## src/rtl/pacman_pkg.sv

```systemverilog
// Shared constants and types for the PacMan collision/game-logic path.
//   COORD_W_DEFAULT  default width of all position/size buses
//   GHOST_*          ghost_id encoding (0 = none, 1 red, 2 blue, 3 orange)
//   FRUIT_X0..Y1     inclusive PacMan top-left bounds of each fruit tile,
//                    indexed 0 apple, 1 peas, 2 grapes, 3 drink
//   coll_state_t     collision FSM state
//   in_tile()        inclusive rectangle membership test
package pacman_pkg;

  localparam int COORD_W_DEFAULT = 10;

  localparam logic [1:0] GHOST_NONE   = 2'd0;
  localparam logic [1:0] GHOST_RED    = 2'd1;
  localparam logic [1:0] GHOST_BLUE   = 2'd2;
  localparam logic [1:0] GHOST_ORANGE = 2'd3;

  localparam int unsigned FRUIT_X0 [4] = '{12, 370, 12, 370};
  localparam int unsigned FRUIT_X1 [4] = '{37, 395, 37, 395};
  localparam int unsigned FRUIT_Y0 [4] = '{10, 10, 413, 413};
  localparam int unsigned FRUIT_Y1 [4] = '{35, 35, 438, 438};

  typedef enum logic {
    ST_ARMED = 1'b0,
    ST_GRACE = 1'b1
  } coll_state_t;

  function automatic logic in_tile(input int unsigned x, input int unsigned y,
                                   input int unsigned x0, input int unsigned x1,
                                   input int unsigned y0, input int unsigned y1);
    return (x >= x0) && (x <= x1) && (y >= y0) && (y <= y1);
  endfunction

endpackage

```

## src/rtl/box_overlap.sv

```systemverilog
// Strict axis-aligned bounding-box overlap test, purely combinational.
//   i_ax, i_ay, i_asize  top-left corner and edge length of box A
//   i_bx, i_by, i_bsize  top-left corner and edge length of box B
//   o_hit                1 when the interiors intersect; shared edges do not count
module box_overlap #(
  parameter int W = 10
) (
  input  logic [W-1:0] i_ax,
  input  logic [W-1:0] i_ay,
  input  logic [W-1:0] i_asize,
  input  logic [W-1:0] i_bx,
  input  logic [W-1:0] i_by,
  input  logic [W-1:0] i_bsize,
  output logic         o_hit
);

  // One extra bit on the far-edge sums keeps sprites near the screen limit
  // from wrapping back to small coordinates.
  logic [W:0] w_ax_end, w_ay_end, w_bx_end, w_by_end;

  assign w_ax_end = {1'b0, i_ax} + {1'b0, i_asize};
  assign w_ay_end = {1'b0, i_ay} + {1'b0, i_asize};
  assign w_bx_end = {1'b0, i_bx} + {1'b0, i_bsize};
  assign w_by_end = {1'b0, i_by} + {1'b0, i_bsize};

  assign o_hit = ({1'b0, i_ax} < w_bx_end) && ({1'b0, i_bx} < w_ax_end) &&
                 ({1'b0, i_ay} < w_by_end) && ({1'b0, i_by} < w_ay_end);

endmodule

```

## src/rtl/collision_detect.sv

```systemverilog
// Per-frame PacMan collision detector feeding the game-logic FSM.
//   Clk, Reset_n         system clock, async active-low reset
//   frame_clk            vsync level, asynchronous to Clk
//   enable               high while the game is running
//   pX,pY,pSize          PacMan box
//   rgX..ogY, gSize      ghost boxes (red, blue, orange)
//   fruits_eaten         eaten flags: apple, peas, grapes, drink
//   ghost_hit/ghost_id   one-cycle ghost event, id held until next event
//   fruit_hit/fruit_idx  one-cycle fruit event, index held until next event
//   grace                post-hit ghost-immunity window active
//
// state    | meaning
// ARMED    | ghost overlaps produce ghost_hit
// GRACE    | ghost overlaps ignored, counting frames down to re-arm
module collision_detect
  import pacman_pkg::*;
#(
  parameter int GRACE_FRAMES = 120,
  parameter int COORD_W      = COORD_W_DEFAULT
) (
  input  logic               Clk,
  input  logic               Reset_n,
  input  logic               frame_clk,
  input  logic               enable,
  input  logic [COORD_W-1:0] pX,
  input  logic [COORD_W-1:0] pY,
  input  logic [COORD_W-1:0] rgX,
  input  logic [COORD_W-1:0] rgY,
  input  logic [COORD_W-1:0] bgX,
  input  logic [COORD_W-1:0] bgY,
  input  logic [COORD_W-1:0] ogX,
  input  logic [COORD_W-1:0] ogY,
  input  logic [COORD_W-1:0] pSize,
  input  logic [COORD_W-1:0] gSize,
  input  logic [3:0]         fruits_eaten,
  output logic               ghost_hit,
  output logic [1:0]         ghost_id,
  output logic               fruit_hit,
  output logic [1:0]         fruit_idx,
  output logic               grace
);

  localparam int CNT_W = 10;
  localparam logic [CNT_W-1:0] GRACE_LOAD = CNT_W'(GRACE_FRAMES);

  logic r_fc_meta, r_fc_sync, r_fc_prev;
  logic w_frame_tick;

  always_ff @(posedge Clk or negedge Reset_n) begin
    if (!Reset_n) begin
      r_fc_meta <= 1'b0;
      r_fc_sync <= 1'b0;
      r_fc_prev <= 1'b0;
    end else begin
      r_fc_meta <= frame_clk;
      r_fc_sync <= r_fc_meta;
      r_fc_prev <= r_fc_sync;
    end
  end

  assign w_frame_tick = r_fc_sync & ~r_fc_prev;

  // Snapshot taken on the tick edge; r_snap_armed remembers whether the FSM
  // was armed when this frame began, so the tick that ends a grace window
  // does not also evaluate as a hit.
  logic [COORD_W-1:0] r_px, r_py, r_rgx, r_rgy, r_bgx, r_bgy, r_ogx, r_ogy;
  logic [COORD_W-1:0] r_psize, r_gsize;
  logic [3:0]         r_eaten;
  logic               r_snap_vld, r_snap_armed;
  coll_state_t        r_state, w_state_nxt;
  logic [CNT_W-1:0]   r_cnt, w_cnt_nxt;

  always_ff @(posedge Clk or negedge Reset_n) begin
    if (!Reset_n) begin
      r_px         <= '0;
      r_py         <= '0;
      r_rgx        <= '0;
      r_rgy        <= '0;
      r_bgx        <= '0;
      r_bgy        <= '0;
      r_ogx        <= '0;
      r_ogy        <= '0;
      r_psize      <= '0;
      r_gsize      <= '0;
      r_eaten      <= '0;
      r_snap_vld   <= 1'b0;
      r_snap_armed <= 1'b0;
    end else begin
      r_snap_vld <= w_frame_tick;
      if (w_frame_tick) begin
        r_px         <= pX;
        r_py         <= pY;
        r_rgx        <= rgX;
        r_rgy        <= rgY;
        r_bgx        <= bgX;
        r_bgy        <= bgY;
        r_ogx        <= ogX;
        r_ogy        <= ogY;
        r_psize      <= pSize;
        r_gsize      <= gSize;
        r_eaten      <= fruits_eaten;
        r_snap_armed <= (r_state == ST_ARMED);
      end
    end
  end

  logic w_ov_red, w_ov_blue, w_ov_orange;

  box_overlap #(.W(COORD_W)) u_ov_red (
    .i_ax(r_px), .i_ay(r_py), .i_asize(r_psize),
    .i_bx(r_rgx), .i_by(r_rgy), .i_bsize(r_gsize), .o_hit(w_ov_red)
  );

  box_overlap #(.W(COORD_W)) u_ov_blue (
    .i_ax(r_px), .i_ay(r_py), .i_asize(r_psize),
    .i_bx(r_bgx), .i_by(r_bgy), .i_bsize(r_gsize), .o_hit(w_ov_blue)
  );

  box_overlap #(.W(COORD_W)) u_ov_orange (
    .i_ax(r_px), .i_ay(r_py), .i_asize(r_psize),
    .i_bx(r_ogx), .i_by(r_ogy), .i_bsize(r_gsize), .o_hit(w_ov_orange)
  );

  logic [1:0] w_ghost_sel;
  logic       w_any_ov;

  always_comb begin
    w_ghost_sel = GHOST_NONE;
    if (w_ov_red)         w_ghost_sel = GHOST_RED;
    else if (w_ov_blue)   w_ghost_sel = GHOST_BLUE;
    else if (w_ov_orange) w_ghost_sel = GHOST_ORANGE;
  end

  assign w_any_ov = (w_ghost_sel != GHOST_NONE);

  int unsigned w_px_u, w_py_u;
  logic [3:0]  w_fruit_match;
  logic [1:0]  w_fruit_sel;
  logic        w_fruit_any;

  assign w_px_u = 32'(r_px);
  assign w_py_u = 32'(r_py);

  for (genvar g = 0; g < 4; g++) begin : g_tile
    assign w_fruit_match[g] = in_tile(w_px_u, w_py_u, FRUIT_X0[g], FRUIT_X1[g],
                                      FRUIT_Y0[g], FRUIT_Y1[g]);
  end

  // Tiles are disjoint, so at most one bit can be set here.
  always_comb begin
    w_fruit_sel = 2'd0;
    w_fruit_any = 1'b0;
    for (int i = 0; i < 4; i++) begin
      if (w_fruit_match[i] && !r_eaten[i]) begin
        w_fruit_any = 1'b1;
        w_fruit_sel = 2'(i);
      end
    end
  end

  logic w_ghost_fire, w_fruit_fire;

  assign w_fruit_fire = r_snap_vld & enable & w_fruit_any;

  always_ff @(posedge Clk or negedge Reset_n) begin
    if (!Reset_n) begin
      r_state <= ST_ARMED;
      r_cnt   <= '0;
    end else begin
      r_state <= w_state_nxt;
      r_cnt   <= w_cnt_nxt;
    end
  end

  always_comb begin
    w_state_nxt  = r_state;
    w_cnt_nxt    = r_cnt;
    w_ghost_fire = 1'b0;
    if (!enable) begin
      w_state_nxt = ST_ARMED;
      w_cnt_nxt   = '0;
    end else begin
      case (r_state)
        ST_ARMED: begin
          if (r_snap_vld && r_snap_armed && w_any_ov) begin
            w_ghost_fire = 1'b1;
            w_cnt_nxt    = GRACE_LOAD;
            w_state_nxt  = ST_GRACE;
          end
        end
        ST_GRACE: begin
          if (w_frame_tick) begin
            if (r_cnt <= CNT_W'(1)) begin
              w_cnt_nxt   = '0;
              w_state_nxt = ST_ARMED;
            end else begin
              w_cnt_nxt = r_cnt - CNT_W'(1);
            end
          end
        end
        default: begin
          w_state_nxt = ST_ARMED;
          w_cnt_nxt   = '0;
        end
      endcase
    end
  end

  always_ff @(posedge Clk or negedge Reset_n) begin
    if (!Reset_n) begin
      ghost_hit <= 1'b0;
      ghost_id  <= GHOST_NONE;
      fruit_hit <= 1'b0;
      fruit_idx <= 2'd0;
    end else begin
      ghost_hit <= w_ghost_fire;
      fruit_hit <= w_fruit_fire;
      if (w_ghost_fire) ghost_id  <= w_ghost_sel;
      if (w_fruit_fire) fruit_idx <= w_fruit_sel;
    end
  end

  assign grace = (r_state == ST_GRACE);

endmodule

```

## config.mk

```make
export PLATFORM = sky130hd
export DESIGN_NAME = collision_detect
export DESIGN_NICKNAME = d
export VERILOG_FILES = /design/src/rtl/pacman_pkg.sv /design/src/rtl/box_overlap.sv /design/src/rtl/collision_detect.sv
export SDC_FILE = /design/constraint.sdc
export NUM_CORES = 1
export LEC_CHECK = 0
export CAP_MARGIN = 25
export CORE_MARGIN = 5
export CORE_UTILIZATION = 45
export DETAILED_ROUTE_END_ITERATION = 8
export GPL_TIMING_DRIVEN = 1
export PLACE_DENSITY = 0.66
export SETUP_SLACK_MARGIN = 0.5
export SYNTH_ARGS = -nofsm -noshare
export SYNTH_HDL_FRONTEND = slang
export SYNTH_SLANG_ARGS = --single-unit
```

## constraint.sdc

```tcl
create_clock -name Clk -period 5.9 [get_ports Clk]
set_input_delay 1.18 -clock Clk [delete_from_list [all_inputs] [get_ports Clk]]
set_output_delay 1.18 -clock Clk [all_outputs]
set_load 0.005 [all_outputs]
```

* Yosys cells after proc, flatten, opt, wreduce, memory -nomap -nowiden
Index checks and enable logic that the tools add are counted.
Widths: inputs -> output; s select.
** Word-level totals
- Register bits :: 126
- Bits in latches :: 0
- RAM bits :: 0
- Memory bits (read-only) :: 0
- Logic and storage cells :: 112
- Memories :: 0
** Operators by class
- Add/subtract/negate cells :: 9
- $mul :: 0
- Div/mod/pow operators :: 0
- $lt $le $gt $ge :: 21
- Eq/ne operators :: 2
- Shifts and indexed selects :: 0
- Multiplexer cells :: 22
- Bitwise operators :: 5
- Reductions and logical operators :: 31
** Operators with widths (count)
- $lt 10x11->1 :: 12
- $add 10x10->11 :: 8
- $mux 10 :: 4
- $logic_and 1x1->1 :: 25
- $ge 10x4->1 const B :: 2
- $ge 10x9->1 const B :: 2
- $le 10x6->1 const B :: 2
- $le 10x9->1 const B :: 2
- $pmux 10 s2 :: 1
- $mux 1 :: 11
- $le 10x1->1 const B :: 1
- $mux 2 :: 5
- $sub 10x1->10 const B :: 1
- $logic_not 1->1 :: 4
- $and 1x1->1 :: 3
- $ne 3x2->1 const B :: 1
- $ne 3x3->1 const B :: 1
- $not 1->1 :: 2
- $pmux 1 s2 :: 1
- $reduce_and 2->1 :: 1
- $reduce_bool 2->1 :: 1

* Longest topological paths before layout
Gate-level depths: netlist (run 1).
- Word-level depth :: 13
- Depth in mapped cells :: 22
- Gate-level depth less buffers :: 21

* Modules after synthesis
A second synthesis (run 1) with hierarchy kept.
** Second synthesis, totals
- Cell total of the unflattened synthesis :: 1457
- Area, all modules :: 12131.6 sq um
** By module, submodules not included
- collision_detect :: times used 1, cells each 582, area an instance 5138.7 sq um, sequential area each 3153.0 sq um
- box_overlap at u_ov_blue ... :: times used 2, cells each 296, area an instance 2358.5 sq um, sequential area each 0.0 sq um
- box_overlap at u_ov_orange :: times used 1, cells each 283, area an instance 2275.9 sq um, sequential area each 0.0 sq um

* Least setup slack after synthesis (run 1)
OpenSTA, ideal clock, no wires.
- Kind :: reg2reg
- Start point :: reg r_gsize[1]
- End point :: reg r_cnt[5]
- Data arrival time :: 4410 ps
- Data required time :: 5769 ps
- Setup slack :: 1358 ps
- Stages on the path, launching flop included :: 22
- Clock period less this slack :: 4542 ps
- Cells stage by stage :: dfrtp_1 -> ha_1 -> a21o_1 -> a21oi_1 -> o21bai_1 -> a21oi_1 -> nor2b_1 -> o21a_1 -> o21ai_0 -> nand2b_1 -> a21oi_1 -> xor2_1 -> ha_1 -> a21oi_1 -> o211ai_1 -> o211a_1 -> a31o_2 -> a211oi_1 -> o41ai_4 -> nor4b_4 -> o31a_1 -> or3_1
** On the way
- Longest elaborated chain between the ends :: 12
** RTL lines
- start, declared :: RTL line collision_detect.sv:67 : logic [COORD_W-1:0] r_psize, r_gsize;
- start signal, assigned :: RTL line collision_detect.sv:100 : r_gsize <= gSize;
- $add 10x10->11 :: RTL line box_overlap.sv:23 : assign w_bx_end = {1'b0, i_bx} + {1'b0, i_bsize};
- $lt 10x11->1 :: RTL line box_overlap.sv:26 : assign o_hit = ({1'b0, i_ax} < w_bx_end) && ({1'b0, i_bx} < w_ax_end) &&
- $logic_and 1x1->1 (2 in series) :: RTL line box_overlap.sv:26
- $logic_and 1x1->1 :: RTL line box_overlap.sv:27 : ({1'b0, i_ay} < w_by_end) && ({1'b0, i_by} < w_ay_end);
- $mux 2 :: RTL line collision_detect.sv:131 : else if (w_ov_orange) w_ghost_sel = GHOST_ORANGE;
- $mux 2 :: RTL line collision_detect.sv:130 : else if (w_ov_blue) w_ghost_sel = GHOST_BLUE;
- $mux 2 * :: RTL line collision_detect.sv:129 : if (w_ov_red) w_ghost_sel = GHOST_RED;
- $reduce_bool 2->1 * :: RTL line collision_detect.sv:134 : assign w_any_ov = (w_ghost_sel != GHOST_NONE);
- $logic_and 1x1->1 * :: RTL line collision_detect.sv:185 : if (r_snap_vld && r_snap_armed && w_any_ov) begin
- $ne 3x2->1 (no source line) *
- $reduce_and 2->1 (no source line) *
- end signal, assigned :: RTL line collision_detect.sv:171 : r_cnt <= w_cnt_nxt;
- end, declared :: RTL line collision_detect.sv:71 : logic [CNT_W-1:0] r_cnt, w_cnt_nxt;
Mark *: on every way between the ends. The rest lies on a longest branch, timed or not.
A chain may end at the register's enable or synchronous reset.

* Final worst setup path (run 1)
- Start point :: reg r_px[3]
- End point :: reg r_cnt[5]
** On the way
- Longest elaborated chain between the ends :: 12
** RTL lines
- start, declared :: RTL line collision_detect.sv:66 : logic [COORD_W-1:0] r_px, r_py, r_rgx, r_rgy, r_bgx, r_bgy, r_ogx, r_ogy;
- start signal, assigned :: RTL line collision_detect.sv:91 : r_px <= pX;
- $add 10x10->11 :: RTL line box_overlap.sv:21 : assign w_ax_end = {1'b0, i_ax} + {1'b0, i_asize};
- $lt 10x11->1 :: RTL line box_overlap.sv:26
- $logic_and 1x1->1 (2 in series) :: RTL line box_overlap.sv:26
- $logic_and 1x1->1 :: RTL line box_overlap.sv:27
- $mux 2 :: RTL line collision_detect.sv:131
- $mux 2 :: RTL line collision_detect.sv:130
- $mux 2 * :: RTL line collision_detect.sv:129
- $reduce_bool 2->1 * :: RTL line collision_detect.sv:134
- $logic_and 1x1->1 * :: RTL line collision_detect.sv:185
- $ne 3x2->1 (no source line) *
- $reduce_and 2->1 (no source line) *
Marked as above.

==> results_dict.tcl, run 1 <==
set metrics [dict create \
    floorplan.initialDensity 0.456 \
    grt_use_total 0.215 \
    grt-ovfl-total 0 \
    die_height_um 161 \
    synth_commonest_cells "349 x nand2_1, 181 x ha_1, 126 x dfrtp_1" \
    holdWs_ps 350 \
    setup_viol 0 \
    ir_drop_mv 0.181 \
    rsz0062_at_grt "false" \
    routed_via_density 5.58 \
    grt_start_max_net_pins 108 \
    routedWlPerCell_um 16.9 \
    finClkSkew_ps 8.00 \
    drtAntennaViolNets 0 \
    area_growth_pct 20.2 \
    path_max_fanout 8 \
    cts_tree "built" \
    synth.most_common_cell "nand2_1" \
    syn_nets 1510 \
    cts_root_buf "clkbuf_16" \
    ys_top_cells_by_area "dfrtp_1 31%, ha_1 22%, nand2_1 13%" \
    antenna_cells 0 \
    final_area_mm2 0.0124 \
    clock_sinks 126 \
    grt_use_met1 0.277 \
    die_w_um 161 \
    synth-seq-area-share 0.305 \
    nets 1624 \
    max_freq_mhz 200 \
    synthArstFlopShare 1.00 \
    hold_path_class "reg2reg" \
    cts_setup_buffers 0 \
    status "complete, no violations" \
    grt_pass1_wl_um 45300 \
    drc 0 \
    crit_type "reg2reg" \
    num_vias 9060 \
    drive_above_1_share 0.0351 \
    place.gp.congestion 0.876 \
    core_area_mm2 0.0226 \
    ys_types 65 \
    dp_cells 1592 \
    nFillCells 2091 \
    finalHoldViolCount 0 \
    io_buffer_count 114 \
    cts_buffers 17 \
    power_density_mw_per_mm2 350 \
    synth_edf_count 0 \
    drt_iter0_markers 644 \
    fin_crit_sh 0.848 \
    synth-seq-cells 126 \
    cts_max_level 4 \
    dp_hpwl_um 21300 \
    cellLeakagePower_uw 0.00620 \
    avgSynthCellArea_um2 8.51 \
    instances_no_fill 1624 \
    tns_ps 0 \
    num_rows 55 \
    drt_wl_total_um 27400 \
    ys_warn_count 0 \
    ys.flop_type "dfrtp_1" \
    setup.worst_path.end_class "flop" \
    synth_top_cell_by_area "dfrtp_1" \
    tightest_slew_ps 864 \
    first_pass_iters 5 \
    grt_pass1_vias 9241 \
    finalCriticalPeriod_ps 5000 \
    p_total_uw 4350 \
    postPlaceCellArea_mm2 0.0118 \
    busiest_layer "met2" \
    crit_arrival_ps 5310 \
    holdBufCountCts 0 \
    crit_required_ps 6210 \
    clockBufferDepth 2 \
    worst_setup_path_start_kind "flop" \
    max_cap_viol_count 0 \
    use_met2 0.363 \
    clk_latency_ps 440 \
    design.die.area_mm2 0.0261 \
    slew_headroom 0.416 \
    grt_use_met3 0.0418 \
    syn-cell-area_mm2 0.0103 \
    clk_pin_slew_ps 60 \
    syn_inst 1213 \
    boundaryPins 115 \
    slew_violations 0 \
    synth_top_cell_area_share 0.305 \
    antenna_found_initial 0 \
    cts-resized-gates 0 \
]
==> flip-flops by register name, indices dropped and copies added, names as in the netlist <==
name,cells
r_gsize,10
r_ogy,10
r_rgy,10
ghost_hit,1
r_eaten,4
r_snap_vld,1
r_px,10
r_fc_meta,1
r_cnt,10
r_bgy,10
fruit_hit,1
r_rgx,10
r_psize,10
fruit_idx,2
r_ogx,10
r_bgx,10
r_snap_armed,1
r_fc_prev,1
grace,1
ghost_id,2
r_py,10
r_fc_sync,1
==> layer usage <==
layer / part of all wire / vias to the layer above
met2: 0.48 / 186
met1: 0.46 / 4287
met4: 0.027 / 0
li1: - / 4536
met5: 0 / -
met3: 0.038 / 51
==> per-stage QoR <==
step | utilization | setup slack [ps]
finish | 0.548 | 898
global route | 0.548 | 612
CTS | 0.547 | 707
detailed placement | 0.520 | 758
global placement | 0.520 | 839
floorplan | - | 1360
==> final timing paths <==
path	start	end	slack, ps	cells after the start
max	r_px[3]$_DFFE_PN0P_	r_cnt[5]$_DFFE_PN0P_	900	16
min	r_fc_meta$_DFF_PN0_	r_fc_sync$_DFF_PN0_	350	0
max reg2reg	r_px[3]$_DFFE_PN0P_	r_cnt[5]$_DFFE_PN0P_	900	16
min reg2reg	r_fc_meta$_DFF_PN0_	r_fc_sync$_DFF_PN0_	350	0
max in group asynchronous	Reset_n	r_px[4]$_DFFE_PN0P_	4230	2
min in group asynchronous	Reset_n	fruit_idx[1]$_DFFE_PN0P_	700	1
==> final cells by class <==
cell class / count / area, um2 / area share
Inverter: 21 / 80.1 / 0.00646
Clock buffer: 18 / 439 / 0.0354
Clock inverter: 13 / 166 / 0.0134
Tap cell: 285 / 357 / 0.0288
Multi-Input combinational cell: 1041 / 7000 / 0.565
Timing Repair Buffer: 120 / 1200 / 0.0971
Sequential cell: 126 / 3150 / 0.254
==> cell usage in the layout, fill, tap and decap left out, drive strengths merged, types with 5 or more instances in the layout <==
cell           instances
buf                    7
and3                   6
ha                   181
nor3                  13
o21a                  13
a21o                  27
a211oi                13
xnor2                 19
a211o                  8
o211ai                 7
o31ai                  6
fa                     8
nand4                  5
xor2                  40
nand3                 14
clkbuf                18
dfrtp                126
nand2b                20
o21ai                 70
clkinv                 7
a221oi                 6
inv                   21
nor2                  48
clkdlybuf4s50        113
nor2b                 20
a21oi                 87
a31oi                  5
o21bai                11
nand2                349
==> power breakdown <==
group,switching [uW],leakage (uW),internal (uW)
sequential,207,0.00156,988
combinational,1120,0.00435,944
clock,409,0.000288,674
total,1740,0.00620,2610
==> worst max-delay path, stage by stage (launching register included) <==
cell	delay (ps)
dfrtp_1	500
ha_1	410
a21oi_1	180
nor2b_1	60
a311o_1	370
a21o_1	190
a21oi_1	160
xor2_1	390
ha_1	340
o311ai_0	100
nor2_1	100
a211o_1	330
maj3_1	410
a221oi_1	510
nor4b_4	160
o31a_1	320
or3_1	330
==> logic make-up after synthesis <==
| group | Yosys count | synth area share |
|---|---|---|
| compound gates | 291 | 0.182 |
| xor+xnor | 59 | 0.0501 |
| fa+ha+maj | 191 | 0.237 |
| buf+inv | 46 | 0.0168 |
| flops | 126 | 0.305 |
| mux | 5 | 0.00533 |
| simple gates | 495 | 0.204 |
Note: power is estimated with default switching activity, not from simulation.
==> run 2, diff against run 1 <==
Settings changed: PLACE_DENSITY 0.66 to 0.69.
Clock period 5.9 ns to 4.4 ns, I/O delays scaled along.
==> run 2 against run 1 <==
Compared with the run above: critical path depth increased by 1; register-to-register slack got worse by 860 ps; first-iteration DRC count decreased by 19%; sequential share of layout area decreased by 1.9 points; combinational power increased by 64%; clock skew increased by 2.1 ps; die area unchanged; fmax increased by 15%; count of clock-buffer cells in the layout increased by 1; total power increased by 48%; hold slack improved by 6.4 ps; utilization increased by 4.5 points; largest power group unchanged.
==> results_dict.tcl, run 2 (synthesized netlist as in run 1, its figures left out) <==
set metrics [dict create \
    die_height_um 161 \
    area_growth_pct 30.1 \
    num_rows 55 \
    cts_root_buf "clkbuf_16" \
    dp_hpwl_um 22600 \
    first_pass_iters 5 \
    floorplan.initialDensity 0.456 \
    max_cap_viol_count 0 \
    drt_iter0_markers 519 \
    slowest_delay_ps 420 \
    path_cells "ha_2 > fa_2 > a211oi_4 > o21bai_2 > a2111o_1 > nand2_2 > xor2_4 > ha_1 > a22oi_1 > nand3_1 > a31o_2 > a31o_4 > a211oi_4 > o41ai_4 > nor4b_4 > o31a_1 > or3_1" \
    multiInputGateArea_mm2 0.00736 \
    grt_pass1_wl_um 48200 \
    crit_top_cell "a211oi_4" \
    crit_arrival_ps 4670 \
    finClkSkew_ps 10.1 \
    drtAntennaViolNets 0 \
    crit_required_ps 4710 \
    drc 0 \
    ff_latch_area_mm2 0.00316 \
    cts_max_level 4 \
    slew_violations 0 \
    drive_above_1_share 0.139 \
    antenna_cells 0 \
    clock_sinks 126 \
    nFillCells 1931 \
    max_freq_mhz 229 \
    slew_headroom 0.470 \
    setup_viol 0 \
    mostFrequentLayoutCells "347 x nand2_1, 173 x ha_1, 121 x dfrtp_1" \
    ir_drop_mv 0.243 \
    power_density_mw_per_mm2 480 \
    crit_type "reg2reg" \
    worst_setup_path_start_kind "flop" \
    drt_wl_total_um 29800 \
    cts_buffers 17 \
    cellLeakagePower_uw 0.00665 \
    rsz0062_at_grt "true" \
    antenna_found_initial 0 \
    clockBufferDepth 2 \
    finalHoldViolCount 0 \
    grt_start_max_net_pins 67 \
    place.gp.congestion 0.887 \
    final_area_mm2 0.0134 \
    final_common_cell "nand2_1" \
    p_total_uw 6450 \
    setup.worst_path.end_class "flop" \
    crit_path_top_delay_cell "dfrtp_1" \
    io_buffer_count 114 \
    path_max_fanout 5 \
    grt_use_total 0.230 \
    boundaryPins 115 \
    tns_ps 0 \
    clk_latency_ps 430 \
    routed_via_density 5.56 \
    design.die.area_mm2 0.0261 \
    hold_path_class "reg2reg" \
    fin_crit_sh 0.992 \
    num_vias 9480 \
    tightest_slew_ps 784 \
    holdBufCountCts 0 \
    status "complete, no violations" \
    cts_tree "built" \
    fin_util 0.593 \
    routedWlPerCell_um 17.5 \
    core_area_mm2 0.0226 \
    grt-ovfl-total 0 \
    die_w_um 161 \
    nets 1705 \
    grt_pass1_vias 9705 \
    finalCriticalPeriod_ps 4360 \
    clk_pin_slew_ps 60 \
    postPlaceCellArea_mm2 0.0123 \
]
## run 2: changes by cell type in the layout (fill, tap and decap cells not counted), moves of 8 or more
cell / change
buf_4: +74
o21ai_1: +9
a21oi_2: +23
a21oi_1: -24
o21ai_0: -11
ha_1: -8
## run 2: worst paths after layout
check	from	endpoint	slack (ps)	depth (start not counted)
min	r_fc_meta$_DFF_PN0_	r_fc_sync$_DFF_PN0_	360	0
max in group asynchronous	Reset_n	r_px[1]$_DFFE_PN0P_	3160	2
max	r_psize[0]$_DFFE_PN0P_	r_cnt[5]$_DFFE_PN0P_	40	17
max reg2reg	r_psize[0]$_DFFE_PN0P_	r_cnt[5]$_DFFE_PN0P_	40	17
min reg2reg	r_fc_meta$_DFF_PN0_	r_fc_sync$_DFF_PN0_	360	0
min in group asynchronous	Reset_n	r_gsize[9]$_DFFE_PN0P_	450	1
## run 2: area by class of cell
cell class,count,share of cell area
Multi-Input combinational cell,1041,0.549
Tap cell,285,0.0266
Timing Repair Buffer,201,0.138
Clock buffer,19,0.0337
Sequential cell,126,0.235
Clock inverter,13,0.0122
Inverter,21,0.00596
## run 2: where the power goes
part	switching, uW	total, uW	internal [uW]
clock network	570	1490	921
registers	240	1570	1330
logic	1770	3390	1620
total	2580	6450	3870
## run 2: critical path, delay by kind of cell (launching register included)
| family | cells | cell delay, ps |
|---|---|---|
| xor gates and xnor gates | 1 | 190 |
| AOI/OAI and AO/OA | 9 | 2060 |
| and+or+nand+nor | 4 | 710 |
| DFF | 1 | 420 |
| adders and majority gates | 3 | 840 |
## run 2: per-layer routing
| layer | global-route usage | wire length, um |
|---|---|---|
| met3 | 0.0418 | 1410 |
| met5 | 0 | 0 |
| met1 | 0.287 | 13000 |
| met2 | 0.390 | 14200 |
| met4 | 0.0985 | 1150 |
## run 2: through the flow
stage                     hold WS [ps]  setup WS, ps  std cells
final                              356          37.0       1706
after detailed placement           342          -123       1650
after CTS                          356           130       1699
after global placement             333         -34.4       1650
after floorplan                    331           295       1213
after global routing               378          -156       1706
## run 2: timing repair
action,CTS,global route
buffers inserted,17,7
pin swaps,35,22
endpoints found under the setup margin,14,14
gates resized for setup,52,23
